### src/rtl/pip_fetch_queue.sv
// Elastic fetch/decode queue of {instruction, PC} pairs. The head is registered, so decode sees the
// same one-cycle latency as a plain pipeline register. Flush and Reset present a zero bubble.
module pip_fetch_queue #(
    parameter int unsigned INST_W   = 32,
    parameter int unsigned PC_W     = 32,
    parameter int unsigned DEPTH    = 4,
    parameter int unsigned AF_LEVEL = DEPTH - 1
) (
    input  logic                       clk,
    input  logic                       Reset,
    input  logic                       Flush,
    input  logic                       StallD,
    input  logic                       in_valid,
    input  logic [INST_W-1:0]          Inst_in,
    input  logic [PC_W-1:0]            PC_in,
    output logic                       in_ready,
    output logic                       out_valid,
    output logic [INST_W-1:0]          Inst_out,
    output logic [PC_W-1:0]            PC_out,
    output logic [$clog2(DEPTH+1)-1:0] count,
    output logic                       almost_full
);

    localparam int unsigned PTR_W = $clog2(DEPTH);
    localparam int unsigned CNT_W = $clog2(DEPTH + 1);

    logic [INST_W-1:0] inst_mem [DEPTH];
    logic [PC_W-1:0]   pc_mem   [DEPTH];

    logic [PTR_W-1:0] rd_ptr_q, rd_ptr_d;
    logic [PTR_W-1:0] wr_ptr_q, wr_ptr_d;
    logic [CNT_W-1:0] count_q, count_d;

    logic pop;
    logic push;
    logic clear;

    assign clear     = Reset | Flush;
    assign out_valid = (count_q != '0);
    assign pop       = out_valid & ~StallD;
    // A full queue still accepts a push when the head leaves in the same cycle.
    assign in_ready  = (count_q < CNT_W'(DEPTH)) | pop;
    assign push      = in_valid & in_ready;

    assign count       = count_q;
    assign almost_full = (count_q >= CNT_W'(AF_LEVEL));

    // Gate the head so stale storage never reaches decode.
    always_comb begin
        Inst_out = '0;
        PC_out   = '0;
        if (out_valid) begin
            Inst_out = inst_mem[rd_ptr_q];
            PC_out   = pc_mem[rd_ptr_q];
        end
    end

    always_comb begin
        rd_ptr_d = rd_ptr_q;
        wr_ptr_d = wr_ptr_q;
        count_d  = count_q;
        if (clear) begin
            rd_ptr_d = '0;
            wr_ptr_d = '0;
            count_d  = '0;
        end else begin
            if (push) begin
                wr_ptr_d = wr_ptr_q + PTR_W'(1);
            end
            if (pop) begin
                rd_ptr_d = rd_ptr_q + PTR_W'(1);
            end
            if (push && !pop) begin
                count_d = count_q + CNT_W'(1);
            end else if (pop && !push) begin
                count_d = count_q - CNT_W'(1);
            end
        end
    end

    always_ff @(posedge clk) begin
        rd_ptr_q <= rd_ptr_d;
        wr_ptr_q <= wr_ptr_d;
        count_q  <= count_d;
    end

    always_ff @(posedge clk) begin
        if (push && !clear) begin
            inst_mem[wr_ptr_q] <= Inst_in;
            pc_mem[wr_ptr_q]   <= PC_in;
        end
    end

endmodule

### config.mk
export PLATFORM = sky130hd
export DESIGN_NAME = pip_fetch_queue
export DESIGN_NICKNAME = d
export VERILOG_FILES = /design/src/rtl/pip_fetch_queue.sv
export SDC_FILE = /design/constraint.sdc
export NUM_CORES = 1
export LEC_CHECK = 0
export BUFFER_PORTS_ARGS = -buffer_cell sky130_fd_sc_hd__buf_4
export CAP_MARGIN = 20
export CORE_ASPECT_RATIO = 1.2
export CORE_MARGIN = 2
export CORE_UTILIZATION = 54
export CTS_BUF_LIST = sky130_fd_sc_hd__clkbuf_8
export DETAILED_ROUTE_END_ITERATION = 10
export PLACE_DENSITY_LB_ADDON = 0.15
export SLEW_MARGIN = 10
export SYNTH_ARGS = -nofsm -noshare
export SYNTH_HDL_FRONTEND = slang
export SYNTH_SLANG_ARGS = --single-unit
### constraint.sdc
create_clock -name clk -period 2.7 [get_ports clk]
set_input_delay 0.135 -clock clk [delete_from_list [all_inputs] [get_ports clk]]
set_output_delay 0.135 -clock clk [all_outputs]
set_load 0.02 [all_outputs]
==> summary.md, run 1 <==
| Metric | Value |
|---|---|
| Fin. Hold Viols | 0 |
| Final Slew Violations | 0 |
| Pint | 6.58 mW |
| Hold path cells | 4 |
| DP Wirelength | 10.9 mm |
| Crit path DAT | 2350 ps |
| Post-synthesis mux area share | 14.4% |
| Worst R2R End | count[2] |
| Final Critical Period | 2480 ps |
| Worst EP required | 2570 ps |
| Die Y-Extent | 154 um |
| First-pass GRT wire length | 30.0 mm |
| Kind of critical path | reg2out |
| Register area share after synthesis | 77.5% |
| # fillers | 1,160 |
| Initial core utilization | 55.4% |
| Net Switching | 1.93 mW |
| R2R Path Start | count[2] |
| Status | finished clean |
| Setup_tns | 0 ps |
| Largest family of logic cells by synthesized area | multiplexers |
| H-tree levels | 2 |
| Worst slew pin tran | 671 ps |
| CTS tree | done |
| Num CTS Buffers | 41 |
| Synth Area in XOR/XNOR | 0.259% |
| Worst Setup Start Kind | flop |
| Routability cong. | 0.774 |
| Yosys Warn Count | 0 |
| N_diodes | 0 |
| Clk sinks | 265 |
| Num ports | 139 |
| Power share of the clock group | 34.8% |
| Worst IR drop on VDD | 0.000546 V |
| Fmax | 403 MHz |
| DIE AREA | 0.0199 mm^2 |
| Setup Skew | 17.0 ps |
| Synth Register Bits | 265 |
| Worst-Skew Late Latency | 520 ps |
| Post-Synth Adder-Cell Area | 0.814% |
| Max-cap violations | 0 |
| Setup crit end kind | output port |
| Reg2Reg Depth | 9 |
| Syn-to-layout area delta | 28.0% |
| Power, Total | 8.51 mW |
| Fraction of power consumed by combinational cells | 11.3% |
| Cell area after synthesis | 0.0101 mm^2 |
| Pin count of the biggest net entering global routing | 66 |
| All-Layer GR Usage | 19.9% |
| Initial DRC Count | 293 |
| R2R setup slack | 510 ps |
| Syn avg cell area | 22.3 um^2 |
| # rows | 54 |
| Hold path start | in_valid |
| Initial antenna violation count | 0 |
| Mapped Nets | 531 |
| Pleak | 4.55 nW |
| Clk slew on worst S/H paths | 60 ps |
| Power Dens Cells | 656 mW/mm^2 |
| Routed wire length | 19.2 mm |
| Drt pass-1 iters | 5 |
| CTS Buffer Depth | 3 |
| Commonest non-fill, non-tap cells in the layout | edfxtp_1 (256), buf_4 (146), dlygate4sd3_1 (68), mux4_2 (64), and2_1 (64) |
| Fin util | 70.9% |
| Root Buffer | clkbuf_8 |
| Flop pwr share | 53.9% |
| Final Cycle Share | 91.9% |
| Via count of the first global-routing pass | 5,679 |
| Final net count | 772 |
| WHS Endpoint | wr_ptr_q[0] |
| Vias | 5,160 |
| Setup-failing EPs final | 0 |
| CP Max Fanout | 24 |
| Via density per instance | 5.27 |
| Synth Area in Compound Gates | 0.530% |
| Floorplan Core Area | 0.0183 mm^2 |
| WL/cell | 19.6 um |
| Number of unique standard cell types used by synthesis | 25 |
| Normalized max-slew margin | 55.3% |
| Net Sw Frac | 22.7% |
| # port buffers | 138 |
| Post-cts sizing count | 0 |
| Post-DRT Antenna Nets | 0 |
| RSZ-0062 raised after global routing | false |
| Synthesized instance count | 456 |
| Simple-Gate Fraction of Synth Area | 4.88% |
| Die Wd | 129 um |
| Most common cell after layout, fill and taps aside | edfxtp_1 |
| Total grt overflow | 0 |
| # DRC | 0 |
| Share of post-route cells with drive strength above 1 | 37.9% |
| Classification of the worst-slack hold path | in2reg |
-- worst max-delay path, stage by stage (launching register included) --
cell and delay [ps]:
dfxtp_4 630, buf_12 290, mux4_2 520, and2_1 190, buf_4 160
-- final cells by class --
type	instances	area, um^2	share of cell area [%]
Clock inverter	28	113	0.867
Tap cell	252	315	2.43
Multi-Input combinational cell	165	2140	16.5
Sequential cell	265	7880	60.6
Clock buffer	46	633	4.87
Inverter	4	15.0	0.116
Timing Repair Buffer	220	1900	14.6
-- synth_stat cells, drive strengths merged --
library cell	n	share of area, %
edfxtp	256	76
nand2b	2	0.12
mux4	64	14
a21boi	1	0.11
a21oi	4	0.20
and2	64	3.9
xor2	2	0.17
nand2	1	0.037
o21ai	3	0.15
dfxtp	9	1.8
fa	1	0.20
or2	1	0.062
mux2i	2	0.20
or3	3	0.18
ha	5	0.62
xnor2	1	0.086
nor3	1	0.099
nor2	5	0.18
a21o	1	0.074
clkbuf	8	0.31
inv	4	0.15
and3	4	0.25
buf	14	1.1
-- layer usage --
metal	track usage [%]	wire, um	part of all wire [%]
met5	0	0	0
met4	5.64	312	1.6
met3	4.70	961	5.0
met2	33.7	10000	52
met1	25.9	7870	41
-- stage by stage --
step                hold WS, ps  cells  area, um^2  worst slack, ps
CTS                         152    980       13000              140
global placement            334    838       11600              663
global route                160    980       13000             55.9
finish                      179    980       13000              219
detailed placement          337    838       11600              546
floorplan                   234    456       10200              476
-- worst max path at each step --
stage | endpoint | cells past startpoint
after floorplan | count[2] | 10
after global placement | count[2] | 9
after detailed placement | count[2] | 9
after CTS | Inst_out[30] | 4
after global routing | PC_out[18] | 4
final | PC_out[18] | 4
-- cells by family after synthesis --
group           Yosys count
compound gates            9
xor+xnor                  3
fa+ha+maj                 6
buf+inv                  26
flops                   265
mux                      66
simple gates             81
-- power groups by stage --
stage / Combinational [mW] / Sequential, mW / Clock [mW]
3_5_place_dp: 0.886 / 4.68 / 0
4_1_cts: 0.971 / 4.59 / 3.05
5_1_grt: 1.03 / 4.59 / 3.25
6_report: 0.961 / 4.59 / 2.96
2_1_floorplan: 0.476 / 4.67 / 0
3_3_place_gp: 0.873 / 4.67 / 0
-- sequential cells by signal, summed over array words and instances, names as in the netlist, named ones only --
name,flops
count,3
rd_ptr_q,2
pc_mem,128
wr_ptr_q,2
inst_mem,128
-- what timing repair did --
| item | in CTS | in global routing |
|---|---|---|
| hold endpoints to repair | 265 | 0 |
| setup buffers | 0 | 0 |
| setup endpoints to repair | 0 | 0 |
| hold buffers | 68 | 0 |
(Power assumes the default switching activity.)
==> run 2, diff against run 1 <==
Settings changed: BUFFER_PORTS_ARGS -buffer_cell sky130_fd_sc_hd__buf_4 to default, CAP_MARGIN 20 to 10, CORE_UTILIZATION 54 to 59, DONT_BUFFER_PORTS from default to 1.
==> run 2 against run 1 <==
Net effect:
- sequential share of layout area is 6.0 points higher
- critical endpoint is now PC_out[1]
- via count is 11% lower
- wire length is 7.5% lower
- largest cell class unchanged
- worst hold slack worse by 130 ps
==> summary.md, run 2 (synthesis results as in run 1) <==
| Metric | Value |
|---|---|
| Status | finished clean |
| CP Max Fanout | 65 |
| Routed wire length | 17.7 mm |
| Initial core utilization | 60.2% |
| Crit path DAT | 2240 ps |
| Fmax | 420 MHz |
| Power Dens Cells | 678 mW/mm^2 |
| Reg2Reg Depth | 9 |
| Critical-path cell with the highest stage delay | dfxtp_1 |
| Pleak | 3.78 nW |
| Final Critical Period | 2380 ps |
| Setup crit end kind | output port |
| # rows | 52 |
| Syn-to-layout area delta | 16.4% |
| Die Wd | 124 um |
| DIE AREA | 0.0183 mm^2 |
| RSZ-0062 raised after global routing | false |
| Most common cell after layout, fill and taps aside | edfxtp_1 |
| Clk slew on worst S/H paths | 60 ps |
| R2R setup slack | 420 ps |
| Num ports | 139 |
| Initial DRC Count | 233 |
| Crit path max-delay family | buffers and inverters |
| DP Wirelength | 10.1 mm |
| First-pass GRT wire length | 27.6 mm |
| Worst Path Buf+Inv | 2 |
| Die Y-Extent | 148 um |
| Kind of critical path | reg2out |
| CTS Buffer Depth | 3 |
| R2R Path Start | count[2] |
| All-Layer GR Usage | 20.3% |
| Setup-failing EPs final | 0 |
| Classification of the worst-slack hold path | in2reg |
| Root Buffer | clkbuf_8 |
| Share of post-route cells with drive strength above 1 | 22.6% |
| Setup_tns | 0 ps |
| Worst EP required | 2570 ps |
| # DRC | 0 |
| WHS Endpoint | wr_ptr_q[0] |
| CP Cell Sequence | nor3_2, inv_2, buf_4, and2_1 |
| Fin util | 70.1% |
| H-tree levels | 2 |
| Hold path cells | 3 |
| Post-CTS Setup Bufs | 0 |
| Worst-Skew Late Latency | 510 ps |
| Final Slew Violations | 0 |
| Total grt overflow | 0 |
| Routability cong. | 0.714 |
| Worst IR drop on VDD | 0.000505 V |
| Normalized max-slew margin | 52.7% |
| Num CTS Buffers | 40 |
| Floorplan Core Area | 0.0169 mm^2 |
| CTS tree | done |
| Max-cap violations | 0 |
| Post-DRT Antenna Nets | 0 |
| Vias | 4,595 |
| Worst Setup Start Kind | flop |
| # port buffers | 0 |
| Via density per instance | 5.77 |
| Via count of the first global-routing pass | 5,072 |
| Fin. Hold Viols | 0 |
| Final net count | 632 |
| Post-cts sizing count | 0 |
| Setup Skew | 7.86 ps |
| Worst R2R End | count[2] |
| Final Cycle Share | 88.1% |
| Drt pass-1 iters | 4 |
| Biggest cell delay along the critical path | 560 ps |
| WL/cell | 22.3 um |
| Hold path start | in_valid |
| Initial antenna violation count | 1 |
| Worst slew pin tran | 709 ps |
| Commonest non-fill, non-tap cells in the layout | edfxtp_1 (256), dlygate4sd3_1 (68), mux4_2 (64), and2_1 (64), clkbuf_8 (41) |
| Pin count of the biggest net entering global routing | 66 |
| Clk sinks | 265 |
run 2: worst max path at each step:
stage                   from      endpoint  slack (ps)  cells past startpoint
floorplan           count[2]      count[2]         480                     10
global placement    count[2]      count[2]         570                      9
detailed placement  count[2]      count[2]         490                      9
CTS                     flop  Inst_out[22]         220                      3
global route        count[0]    PC_out[20]         150                      4
finish              count[2]     PC_out[1]         320                      4
run 2: cell type report:
class	instances	area [um^2]
sequential	265	7880
fill	1024	5040
multi-input combinational	165	2140
timing repair buffer	81	853
clock buffer	41	564
tap	216	270
clock inverter	24	93.8
inverter	4	15.0
antenna	1	2.50
run 2: metal layers:
layer	wire length (um)	track usage, %	vias up
li1	-	-	2053
met3	1190	5.86	21
met4	288	6.59	0
met5	0	0	-
met2	9030	33.5	148
met1	7230	26.4	2373
run 2: worst reg2reg max path, stage by stage (launching register included):
cell and delay (ps):
dfxtp_1 430, nor3_2 370, inv_2 80, nand2b_1 90, ha_1 200, inv_1 70, fa_1 370, xor2_1 180
or3_1 300, a21oi_1 140
run 2: what timing repair did:
action	CTS	global route
hold endpoints to repair	265	0
endpoints found under the setup margin	0	0
hold buffers	68	0
run 2: through the flow:
stage | hold slack (ps) | std cells | total power [mW] | setup slack [ps] | area [um^2]
floorplan | 234 | 456 | 5.15 | 476 | 10200
global placement | 234 | 663 | 5.24 | 567 | 10500
detailed placement | 234 | 663 | 5.25 | 485 | 10500
CTS | 6.93 | 796 | 8.10 | 224 | 11800
global route | 45.9 | 797 | 8.34 | 147 | 11800
finish | 48.8 | 797 | 8.01 | 322 | 11800
run 2: report_power, final:
| group | leakage (nW) | internal (mW) | total [mW] | switching [mW] |
|---|---|---|---|---|
| clock | 0.377 | 1.39 | 2.74 | 1.34 |
| combinational | 1.01 | 0.244 | 0.674 | 0.429 |
| sequential | 2.39 | 4.56 | 4.60 | 0.0347 |
